[src/rtl/loop_acc.sv]
// -----------------------------------------------------------------------------
// loop_acc
//
// Accumulates the index beats of one loop pass coming from an upstream loop
// counter. For each pass it produces the sum of the indices, the number of
// beats, the largest (unsigned) index and a sticky overflow flag. The result
// is then held for a downstream consumer with a valid/ready handshake.
//
// Parameters
//   W   width of an index beat
//   SW  width of the accumulated sum (must be >= W)
//   CW  width of the beat count
//
// Ports
//   clk        single clock, rising-edge
//   rst        asynchronous, active-high reset
//   in_data    loop index from the upstream counter
//   in_next    beat valid
//   in_last    final beat of the pass (qualified by in_next)
//   in_en      ready to upstream; the counter advances only while high
//   out_sum    sum of the indices of the completed pass
//   out_cnt    number of beats in the completed pass
//   out_max    largest unsigned index in the completed pass
//   out_ovf    sum or count wrapped during the completed pass
//   out_valid  a result is pending
//   out_ready  downstream accepts the pending result
//   busy       a pass is partially accumulated
//
// Operation
//   IDLE : nothing pending, nothing accumulated
//   ACC  : part of a pass is accumulated, no result pending
//   HOLD : a completed result is presented on out_*
//   A beat accepted in IDLE, or in HOLD while the result is being taken,
//   starts a new pass. The beat carrying in_last loads out_* with the
//   accumulator values including that beat, on the same edge.
// -----------------------------------------------------------------------------
module loop_acc #(
   parameter int W  = 32,
   parameter int SW = 48,
   parameter int CW = 16
) (
   input  logic          clk,
   input  logic          rst,
   input  logic [W-1:0]  in_data,
   input  logic          in_next,
   input  logic          in_last,
   output logic          in_en,
   output logic [SW-1:0] out_sum,
   output logic [CW-1:0] out_cnt,
   output logic [W-1:0]  out_max,
   output logic          out_ovf,
   output logic          out_valid,
   input  logic          out_ready,
   output logic          busy
);

   typedef enum logic [1:0] {
      IDLE = 2'd0,
      ACC  = 2'd1,
      HOLD = 2'd2
   } state_t;

   // ---------------------------------------------------------------------------
   // Helper functions
   // ---------------------------------------------------------------------------

   // Unsigned maximum of two indices.
   function automatic logic [W-1:0] umax(input logic [W-1:0] a,
                                         input logic [W-1:0] b);
      return (a > b) ? a : b;
   endfunction

   // Sum plus zero-extended index; the MSB of the result is the carry-out.
   function automatic logic [SW:0] sum_add(input logic [SW-1:0] s,
                                           input logic [W-1:0]  d);
      return {1'b0, s} + (SW+1)'(d);
   endfunction

   // Count plus one; the MSB of the result is the carry-out.
   function automatic logic [CW:0] cnt_inc(input logic [CW-1:0] c);
      return {1'b0, c} + (CW+1)'(1);
   endfunction

   // ---------------------------------------------------------------------------
   // State
   // ---------------------------------------------------------------------------
   state_t        state_q, state_d;

   logic [SW-1:0] acc_sum_q, acc_sum_d;
   logic [CW-1:0] acc_cnt_q, acc_cnt_d;
   logic [W-1:0]  acc_max_q, acc_max_d;
   logic          acc_ovf_q, acc_ovf_d;

   logic [SW-1:0] out_sum_q, out_sum_d;
   logic [CW-1:0] out_cnt_q, out_cnt_d;
   logic [W-1:0]  out_max_q, out_max_d;
   logic          out_ovf_q, out_ovf_d;

   // ---------------------------------------------------------------------------
   // Handshake
   // ---------------------------------------------------------------------------
   logic          hold;
   logic          accept;
   logic          first;

   assign hold      = (state_q == HOLD);
   assign out_valid = hold;
   assign busy      = (state_q == ACC);

   // Ready depends only on registered state and out_ready, never on in_next,
   // so upstream can drive in_next from in_en without a combinational loop.
   assign in_en     = !hold | out_ready;
   assign accept    = in_next & in_en;

   // Anything other than ACC means the accepted beat opens a new pass. In HOLD
   // an accepted beat implies out_ready, so the pending result is taken.
   assign first     = (state_q != ACC);

   // ---------------------------------------------------------------------------
   // Accumulator update for the beat presented this cycle
   // ---------------------------------------------------------------------------
   logic [SW:0]   sum_ext;
   logic [CW:0]   cnt_ext;
   logic [SW-1:0] new_sum;
   logic [CW-1:0] new_cnt;
   logic [W-1:0]  new_max;
   logic          new_ovf;

   assign sum_ext = sum_add(acc_sum_q, in_data);
   assign cnt_ext = cnt_inc(acc_cnt_q);

   always_comb begin
      new_sum = sum_ext[SW-1:0];
      new_cnt = cnt_ext[CW-1:0];
      new_max = umax(acc_max_q, in_data);
      new_ovf = acc_ovf_q | sum_ext[SW] | cnt_ext[CW];
      if (first) begin
         new_sum = SW'(in_data);
         new_cnt = CW'(1);
         new_max = in_data;
         new_ovf = 1'b0;
      end
   end

   // ---------------------------------------------------------------------------
   // Next-state logic
   // ---------------------------------------------------------------------------
   always_comb begin
      state_d   = state_q;
      acc_sum_d = acc_sum_q;
      acc_cnt_d = acc_cnt_q;
      acc_max_d = acc_max_q;
      acc_ovf_d = acc_ovf_q;
      out_sum_d = out_sum_q;
      out_cnt_d = out_cnt_q;
      out_max_d = out_max_q;
      out_ovf_d = out_ovf_q;

      if (accept) begin
         acc_sum_d = new_sum;
         acc_cnt_d = new_cnt;
         acc_max_d = new_max;
         acc_ovf_d = new_ovf;
         if (in_last) begin
            // Result is loaded on the same edge that takes the last beat.
            out_sum_d = new_sum;
            out_cnt_d = new_cnt;
            out_max_d = new_max;
            out_ovf_d = new_ovf;
            state_d   = HOLD;
         end else begin
            state_d   = ACC;
         end
      end else if (hold && out_ready) begin
         state_d = IDLE;
      end
   end

   // ---------------------------------------------------------------------------
   // Registers
   // ---------------------------------------------------------------------------
   always_ff @(posedge clk or posedge rst) begin
      if (rst) begin
         state_q   <= IDLE;
         acc_sum_q <= '0;
         acc_cnt_q <= '0;
         acc_max_q <= '0;
         acc_ovf_q <= 1'b0;
         out_sum_q <= '0;
         out_cnt_q <= '0;
         out_max_q <= '0;
         out_ovf_q <= 1'b0;
      end else begin
         state_q   <= state_d;
         acc_sum_q <= acc_sum_d;
         acc_cnt_q <= acc_cnt_d;
         acc_max_q <= acc_max_d;
         acc_ovf_q <= acc_ovf_d;
         out_sum_q <= out_sum_d;
         out_cnt_q <= out_cnt_d;
         out_max_q <= out_max_d;
         out_ovf_q <= out_ovf_d;
      end
   end

   assign out_sum = out_sum_q;
   assign out_cnt = out_cnt_q;
   assign out_max = out_max_q;
   assign out_ovf = out_ovf_q;

endmodule

[config.mk]
export PLATFORM = sky130hd
export DESIGN_NAME = loop_acc
export DESIGN_NICKNAME = d
export VERILOG_FILES = /design/src/rtl/loop_acc.sv
export SDC_FILE = /design/constraint.sdc
export NUM_CORES = 1
export LEC_CHECK = 0
export BUFFER_PORTS_ARGS = -buffer_cell sky130_fd_sc_hd__buf_2
export CORE_ASPECT_RATIO = 1.75
export CORE_MARGIN = 5
export CORE_UTILIZATION = 50
export DETAILED_ROUTE_END_ITERATION = 6
export PLACE_DENSITY = 0.7
export SYNTH_ARGS = -nofsm -noshare
export SYNTH_HDL_FRONTEND = slang
export SYNTH_SLANG_ARGS = --single-unit
[constraint.sdc]
create_clock -name clk -period 7.6 [get_ports clk]
set_input_delay 0.38 -clock clk [delete_from_list [all_inputs] [get_ports clk]]
set_output_delay 0.38 -clock clk [all_outputs]
set_load 0.01 [all_outputs]
After elaboration in Yosys (flattened, before gate mapping):

Cells that the tools add are included.

* flip-flop bits (word level): 196
* input bits: 37
* output and inout port bits: 100
* word-level logic and storage cells: 31

* $add $sub $neg: 2
* magnitude comparators: 1
* eq/ne operators: 3
* multiplexer cells: 8
* bitwise operators: 4
* reductions and logical operators: 4

Operator list (count)
* 32-bit two-way mux: 2
* 48-bit by 32-bit adder with 49-bit output: 1
* 48-bit two-way mux: 1
* 32-bit > comparator: 1
* 16-bit by 1-bit adder with 17-bit output, second input constant: 1
* 16-bit two-way mux: 1
* 2-bit two-way mux: 3
* 1-bit OR: 3
* 2-bit by 1-bit == test with 1-bit output, second input constant: 1
* 2-bit == test, second input constant: 1
* 2-bit by 1-bit inequality test with 1-bit output, second input constant: 1
* 2-bit AND reduction: 1
* 2-bit nonzero test: 1
* 1-bit bitwise AND: 1
* 1-bit logical AND: 1
* 1-bit logical NOT: 1
* 1-bit two-way mux: 1

Longest topological paths before layout:

Gate-level depths: netlist of run 1.

* word-level depth: 5
* mapped depth: 13
* gate-level depth less buffers: 12

Worst setup path before layout of run 1:

OpenSTA, ideal clock, no wires.

* path kind: reg-to-reg
* start: register acc_sum_q[1]
* end: register acc_sum_q[47]
* library setup time: 121 ps
* data arrival time: 2620 ps
* required time: 7479 ps
* setup slack: 4859 ps
* cell stages (with the launch flop): 11
* buffers on the path: 0
* period minus slack after synthesis: 2741 ps
* cells stage by stage: dfrtp_1 -> ha_1 -> a21oi_1 -> nand4b_1 -> a211o_1 -> a2111o_1 -> a211oi_4 -> o211ai_4 -> a21oi_2 -> o21ai_0 -> a22o_1

* cells in the longest elaborated chain, start to end: 2

Ends and longest elaborated chain
* start, declared: line 89 `logic [SW-1:0] acc_sum_q, acc_sum_d;`
* start signal, assigned: line 195 `acc_sum_q <= acc_sum_d;`
* 48-bit by 32-bit adder with 49-bit output: line 76 `return {1'b0, s} + (SW+1)'(d);`
* 48-bit two-way mux: line 137 `if (first) begin`

No other way between the ends.
A chain may end at the register's enable or synchronous reset.

Worst setup path in the final report of run 1:

* start: register acc_sum_q[0]
* end: register acc_sum_q[46]

Same word-level chain as after synthesis.

==> results of run 1 <==
per-stage QoR:
| step | hold slack, ps | std cells | utilization [%] | total power, mW |
|---|---|---|---|---|
| 6_report | 45.8 | 1632 | 57.1 | 3.44 |
| 5_1_grt | 79.1 | 1632 | 57.1 | 3.68 |
| 4_1_cts | 73.0 | 1632 | 57.1 | 3.47 |
| 2_1_floorplan | 450 | 1223 | - | 2.21 |
| 3_3_place_gp | 455 | 1600 | 54.6 | 2.54 |
| 3_5_place_dp | 461 | 1600 | 54.6 | 2.57 |
path summary, 6_finish.rpt:
path,endpoint,slack (ps),depth (start not counted)
setup reg to reg,acc_sum_q[46],4100,12
setup / recovery,acc_sum_q[46],4100,12
hold / removal,out_max[24],50,2
hold reg to reg,out_sum[42],470,2
max in group asynchronous,acc_max_q[23],6320,3
min in group clk,acc_max_q[0],210,3
cell usage after synthesis, drive strengths merged (2+ instances only):
master / instances / area, sq um
a211o: 2 / 17.5
o211a: 2 / 20.0
o211ai: 6 / 58.8
nor3: 9 / 45.0
a21oi: 82 / 422
nand2: 210 / 788
mux2: 37 / 417
a31oi: 16 / 100
and4: 2 / 17.5
xor2: 14 / 123
o21bai: 6 / 45.0
nand3: 14 / 70.1
xnor2: 41 / 359
o31ai: 29 / 223
clkbuf: 49 / 204
o21a: 5 / 37.5
nor2: 64 / 240
buf: 15 / 85.1
nor3b: 3 / 22.5
or3: 5 / 31.3
ha: 65 / 813
and3: 15 / 95.1
a22o: 4 / 35.0
mux2i: 36 / 360
nand4: 19 / 119
nor2b: 7 / 43.8
o31a: 2 / 17.5
nand2b: 6 / 37.5
nand4b: 2 / 17.5
a21o: 25 / 189
inv: 53 / 199
o21ai: 157 / 786
dfrtp: 196 / 4900
a211oi: 7 / 65.1
a21boi: 3 / 33.8
and2: 6 / 38.8
layer usage:
layer  global-route usage (%)  up-vias
met3                     4.58       55
li1                         -     4461
met1                     25.6     4376
met4                     9.94        0
met2                     40.3      191
met5                        0        -
state kept, by name, summed over array words and instances, names as in the netlist:
| name | cells |
|---|---|
| state_q | 2 |
| acc_max_q | 32 |
| out_cnt | 16 |
| acc_sum_q | 48 |
| out_max | 32 |
| out_ovf | 1 |
| acc_ovf_q | 1 |
| acc_cnt_q | 16 |
| out_sum | 48 |
layout make-up:
type	count	area, sq um
clock buffer	19	433
clock inverter	13	134
fill	2043	9460
inverter	53	206
multi-input combinational	907	5790
sequential	196	4900
tap	296	370
timing repair buffer	148	771
power breakdown:
part | switching [mW] | internal [mW]
Sequential | 0.127 | 1.23
Combinational | 0.702 | 0.485
Clock | 0.409 | 0.483
critical path, stage by stage, from the launching register on:
cell and delay [ps]:
dfrtp_1 360, ha_1 180, inv_1 60, fa_1 370
nor2b_1 210, o31a_1 210, o211ai_1 160, nand3_1 150
a41oi_1 220, o21ai_1 710, nand4_1 290, or3_1 410
o21ai_0 80
kinds of logic after synthesis:
kind of cell	Yosys count	synth area share, %
simple gates	363	14.1
compound gates	350	18.7
flops	196	43.9
buf+inv	120	4.65
mux	73	6.95
fa+ha+maj	66	7.45
xor+xnor	55	4.31
layout by cell type (no fill, tap or decap), types with 6 or more instances in the layout:
cell,count
nor3_1,9
inv_1,52
o21ai_1,6
a31oi_1,15
xor2_1,14
xnor2_1,41
nand2_1,208
mux2_2,37
o31ai_1,28
mux2i_1,36
and3_1,14
dfrtp_1,196
nor2b_1,7
o21ai_0,151
o21bai_1,6
buf_4,12
nand3_1,13
buf_2,136
clkbuf_16,17
nor2_1,64
ha_1,65
a21o_1,24
a21oi_1,79
nand4_1,19
a211oi_1,6
==> reports/metrics.yaml, run 1 <==
drt_iter0_drc: 548
wl_met1_mm: 11.1
synthFlopType: "dfrtp_1"
peakVddDrop_mv: 0.220
tns_ps: 0
avgSynthCellArea_sq_um: 9.14
ys_warn_count: 0
status: "complete, no violations"
ant_nets: 0
nets: 1426
fp.dieH_microns: 208
antenna_found_initial: 0
fin_crit_ps: 3500
syn_area_sq_mm: 0.0112
place.detailed.hpwl_mm: 20.4
grt_overflow_total: 0
synth_edf_count: 0
vias: 9083
top_layer: "met4"
grt_max_degree: 103
drv_cap: 0
clkSlewWorstSetupHoldPaths_ps: 70
crit_start: "acc_sum_q[0]"
grt_pass1_vias: 9253
htreeDepth: 4
clock_skew_ps: 9.11
dr_wl_met2_mm: 14.7
tightestPinTransition_ps: 913
die_w_microns: 123
hp-class: "in -> async"
area_growth_pct: 12.8
dp_slack_ps: 3990
async_reset_ff_share_pct: 100
wl_met3_mm: 1.07
rows: 72
routedWlPerCell_microns: 17.2
grt_pass1_wl_mm: 46.0
cts_tree: "built"
antenna_cells: 0
cp.arrival_ps: 3870
cts.sinks: 196
cts_root_buffer: "clkbuf_16"
gp_congestion: 0.920
layout_setup_ws_ps: 4100
leakagePower_nw: 6.17
dieArea_sq_mm: 0.0256
cp-end-kind: "flop"
cts_made_buffers: 17
setup_viol: 0
fmax_mhz: 286
grt_use_total_pct: 22.6
path_max_fanout: 11
cp-start-kind: "flop"
io_buffer_count: 136
max-slew-margin-rel_pct: 39.1
ctsResizeCount: 0
hold_violations: 0
fin_area_sq_mm: 0.0126
clock_path_buffers: 2
drive_above_1_share_pct: 17.5
ys_types: 57
dr.pass1.iters: 7
post_dp_cell_area_sq_mm: 0.0120
ios: 137
r2r-start: "acc_sum_q[0]"
via_per_inst: 5.57
core_area_sq_mm: 0.0221
rsz0062_at_grt: "no"
worstPathRequired_ps: 7970
initial_core_util_pct: 50.7
clock_latency_ps: 460
criticalPathCategory: "reg -> reg"
finalCritPeriodShare_pct: 46.1
wl_mm: 28.0
netlist_instances: 1223
drv_slew: 0
ys_seq_elements: 196
power.density_mw_per_mm2: 273
post-cts-setup-buffers: 0
drc: 0
yosysSeqAreaShare_pct: 43.9
cts_hold_buffers: 0
synth_nets: 1326
(Power assumes the default switching activity.)
==> run 2, diff against run 1 <==
--- a/config.mk
+++ b/config.mk
@@ -10,7 +10,7 @@
 export CORE_MARGIN = 5
 export CORE_UTILIZATION = 50
 export DETAILED_ROUTE_END_ITERATION = 6
-export PLACE_DENSITY = 0.7
+export PLACE_DENSITY = 0.73
 export SYNTH_ARGS = -nofsm -noshare
 export SYNTH_HDL_FRONTEND = slang
 export SYNTH_SLANG_ARGS = --single-unit
==> constraint.sdc (replaced) <==
create_clock -name clk -period 2.95 [get_ports clk]
set_input_delay 0.1475 -clock clk [delete_from_list [all_inputs] [get_ports clk]]
set_output_delay 0.1475 -clock clk [all_outputs]
set_load 0.01 [all_outputs]
==> run 2 against run 1 <==
  * Cell count rose by 3.4%
  * Non-clock buffer count up 55
  * Clock skew barely moved
  * Sequential cell count did not move
  * Core utilization rose by 2.8 points
  * Combinational power rose to 2.7 times the previous value
  * Register-to-register slack worse by 4100 ps
  * First-iteration DRC count up 5.3%
==> reports/metrics.yaml, run 2 (synthesized netlist as in run 1, its figures left out) <==
cp.arrival_ps: 3210  # -660 ps
place.detailed.hpwl_mm: 20.8  # +2.1%
tightestPinTransition_ps: 908  # -5.57 ps
htreeDepth: 4  # unchanged
grt_max_degree: 84  # -18%
clock_latency_ps: 460  # about the same
die_w_microns: 123  # unchanged
power.density_mw_per_mm2: 685  # +150%
ios: 137  # unchanged
multi_input_area_sq_mm: 0.00586  # +1.2%
fmax_mhz: 344  # +21%
criticalPathCategory: "reg -> reg"
fp.dieH_microns: 208  # unchanged
wl_mm: 28.1  # +0.53%
cp-start-kind: "flop"
fin_util_pct: 59.9  # +2.8 points
grt_pass1_wl_mm: 46.5  # +1.1%
final_cell_mix: "nand2_1, dfrtp_1, o21ai_0, buf_2, a21oi_1"
whs_ps: 20.4  # -25.4 ps
rsz0062_at_grt: "yes"
core_area_sq_mm: 0.0221  # unchanged
drc: 0  # unchanged
vias: 9241  # +1.7%
seqCellArea_sq_mm: 0.00490  # unchanged
path_cells: "ha_1 > a21oi_1 > nand4b_1 > a211o_1 > a2111o_1 > a211oi_4 > o211ai_4 > a21boi_2 > buf_4 > xnor2_1 > o31ai_1"
gp_congestion: 0.909  # -1.2%
mostFrequentLayoutCell: "nand2_1"
tns_ps: 0  # unchanged
routedWlPerCell_microns: 16.7  # -2.7%
layout_setup_ws_ps: 46.2  # -4050 ps
cp-end-kind: "flop"
grt_overflow_total: 0  # unchanged
grt_pass1_vias: 9250  # -0.032%
peakVddDrop_mv: 0.444  # +100%
area_growth_pct: 18.3
antenna_cells: 0  # unchanged
critPathTopFamily: "compound AO/OA/AOI/OAI gates"
drv_cap: 0  # unchanged
critPathSlowestCell: "a2111o_1"
rows: 72  # unchanged
n_fill_cell: 1924  # -5.8%
hp-class: "in -> reg"
status: "complete, no violations"
setup_viol: 0  # unchanged
drive_above_1_share_pct: 20.3  # +2.8 points
io_buffer_count: 136  # unchanged
via_per_inst: 5.48  # -1.6%
finalCritPeriodShare_pct: 98.4  # +52 points
cts.sinks: 196  # unchanged
leakagePower_nw: 6.47  # +4.8%
hold_violations: 0  # unchanged
clock_skew_ps: 9.33  # +0.221 ps
dp_slack_ps: -39.5  # -4030 ps
max-slew-margin-rel_pct: 39.5  # +0.37 points
ant_nets: 0  # unchanged
antenna_found_initial: 0  # unchanged
dieArea_sq_mm: 0.0256  # unchanged
initial_core_util_pct: 50.7  # unchanged
cts_made_buffers: 17  # unchanged
fin_crit_ps: 2900  # -597 ps
drv_slew: 0  # unchanged
grt_use_total_pct: 22.9  # +0.27 points
worstPathRequired_ps: 3260  # -4710 ps
reg2reg_slack_ps: 50  # -4050 ps
cts_tree: "built"
nets: 1481  # +3.9%
dr.pass1.iters: 6  # -1
clkSlewWorstSetupHoldPaths_ps: 70  # about the same
drt_iter0_drc: 577  # +5.3%
path_max_fanout: 6  # -5
cts_root_buffer: "clkbuf_16"
cpPeakStageDelay_ps: 470  # -240 ps
crit_buf_inv: 1  # unchanged
clock_path_buffers: 2  # unchanged
==> run 2: changes by cell type in the layout (fill, tap and decap cells not counted), moves of 2 or more <==
| cell | delta |
|---|---|
| clkinv_2 | -4 |
| buf_4 | +28 |
| o21ai_2 | +2 |
| a21oi_1 | -3 |
| inv_8 | +2 |
| a21oi_2 | +2 |
| clkinv_4 | +4 |
| o21ai_0 | -2 |
| buf_12 | +6 |
| dlygate4sd3_1 | +20 |
==> run 2: per-layer routing <==
metal	share of wire [%]	wire [microns]	GRT usage, %
met1	38	10700	25.2
met3	3.7	1050	4.17
met5	0	0	0
met4	3.4	967	9.29
met2	55	15400	42.3
==> run 2: cell type report <==
type | instances | area share, %
Sequential cell | 196 | 37.1
Tap cell | 296 | 2.80
Clock buffer | 18 | 3.24
Clock inverter | 14 | 1.11
Timing Repair Buffer | 203 | 9.92
Multi-Input combinational cell | 907 | 44.3
Inverter | 53 | 1.53
==> run 2: path summary, 6_finish.rpt <==
kind                         startpoint            end  cells after the start
max                        acc_sum_q[1]    out_sum[41]                     11
min                          in_data[2]   acc_max_q[2]                      2
max reg2reg                acc_sum_q[1]    out_sum[41]                     11
min reg2reg                 out_sum[40]    out_sum[40]                      2
max in group asynchronous           rst  acc_sum_q[15]                      4
min in group asynchronous           rst  acc_max_q[24]                      3
==> run 2: per-stage QoR <==
stage	instance area, sq um	total power, mW	std cells
6_report	13200	9.06	1687
5_1_grt	13200	9.66	1687
4_1_cts	13100	9.08	1684
3_5_place_dp	12300	6.72	1629
3_3_place_gp	12300	6.64	1629
2_1_floorplan	11200	5.70	1223
==> run 2: what timing repair did <==
item | in CTS | in global routing
resized for setup | 0 | 17
pin swaps | 7 | 14
cloned | 0 | 1
buffers inserted | 3 | 2
setup endpoints to repair | 2 | 65
hold buffers | 20 | 0
hold endpoints to repair | 28 | 0
==> run 2: power breakdown <==
part	internal [mW]	total (mW)	switching, mW
clock	1.19	2.31	1.12
combinational	1.38	3.26	1.88
sequential	3.17	3.49	0.320
total	5.74	9.06	3.32
==> run 2: worst register-to-register path: stages, from the launching register on <==
cell and delay, ps:
dfrtp_1 390, ha_1 280, a21oi_1 80, nand4b_1 200, a211o_1 320, a2111o_1 470
a211oi_4 300, o211ai_4 180, a21boi_2 210, buf_4 140, xnor2_1 110, o31ai_1 80
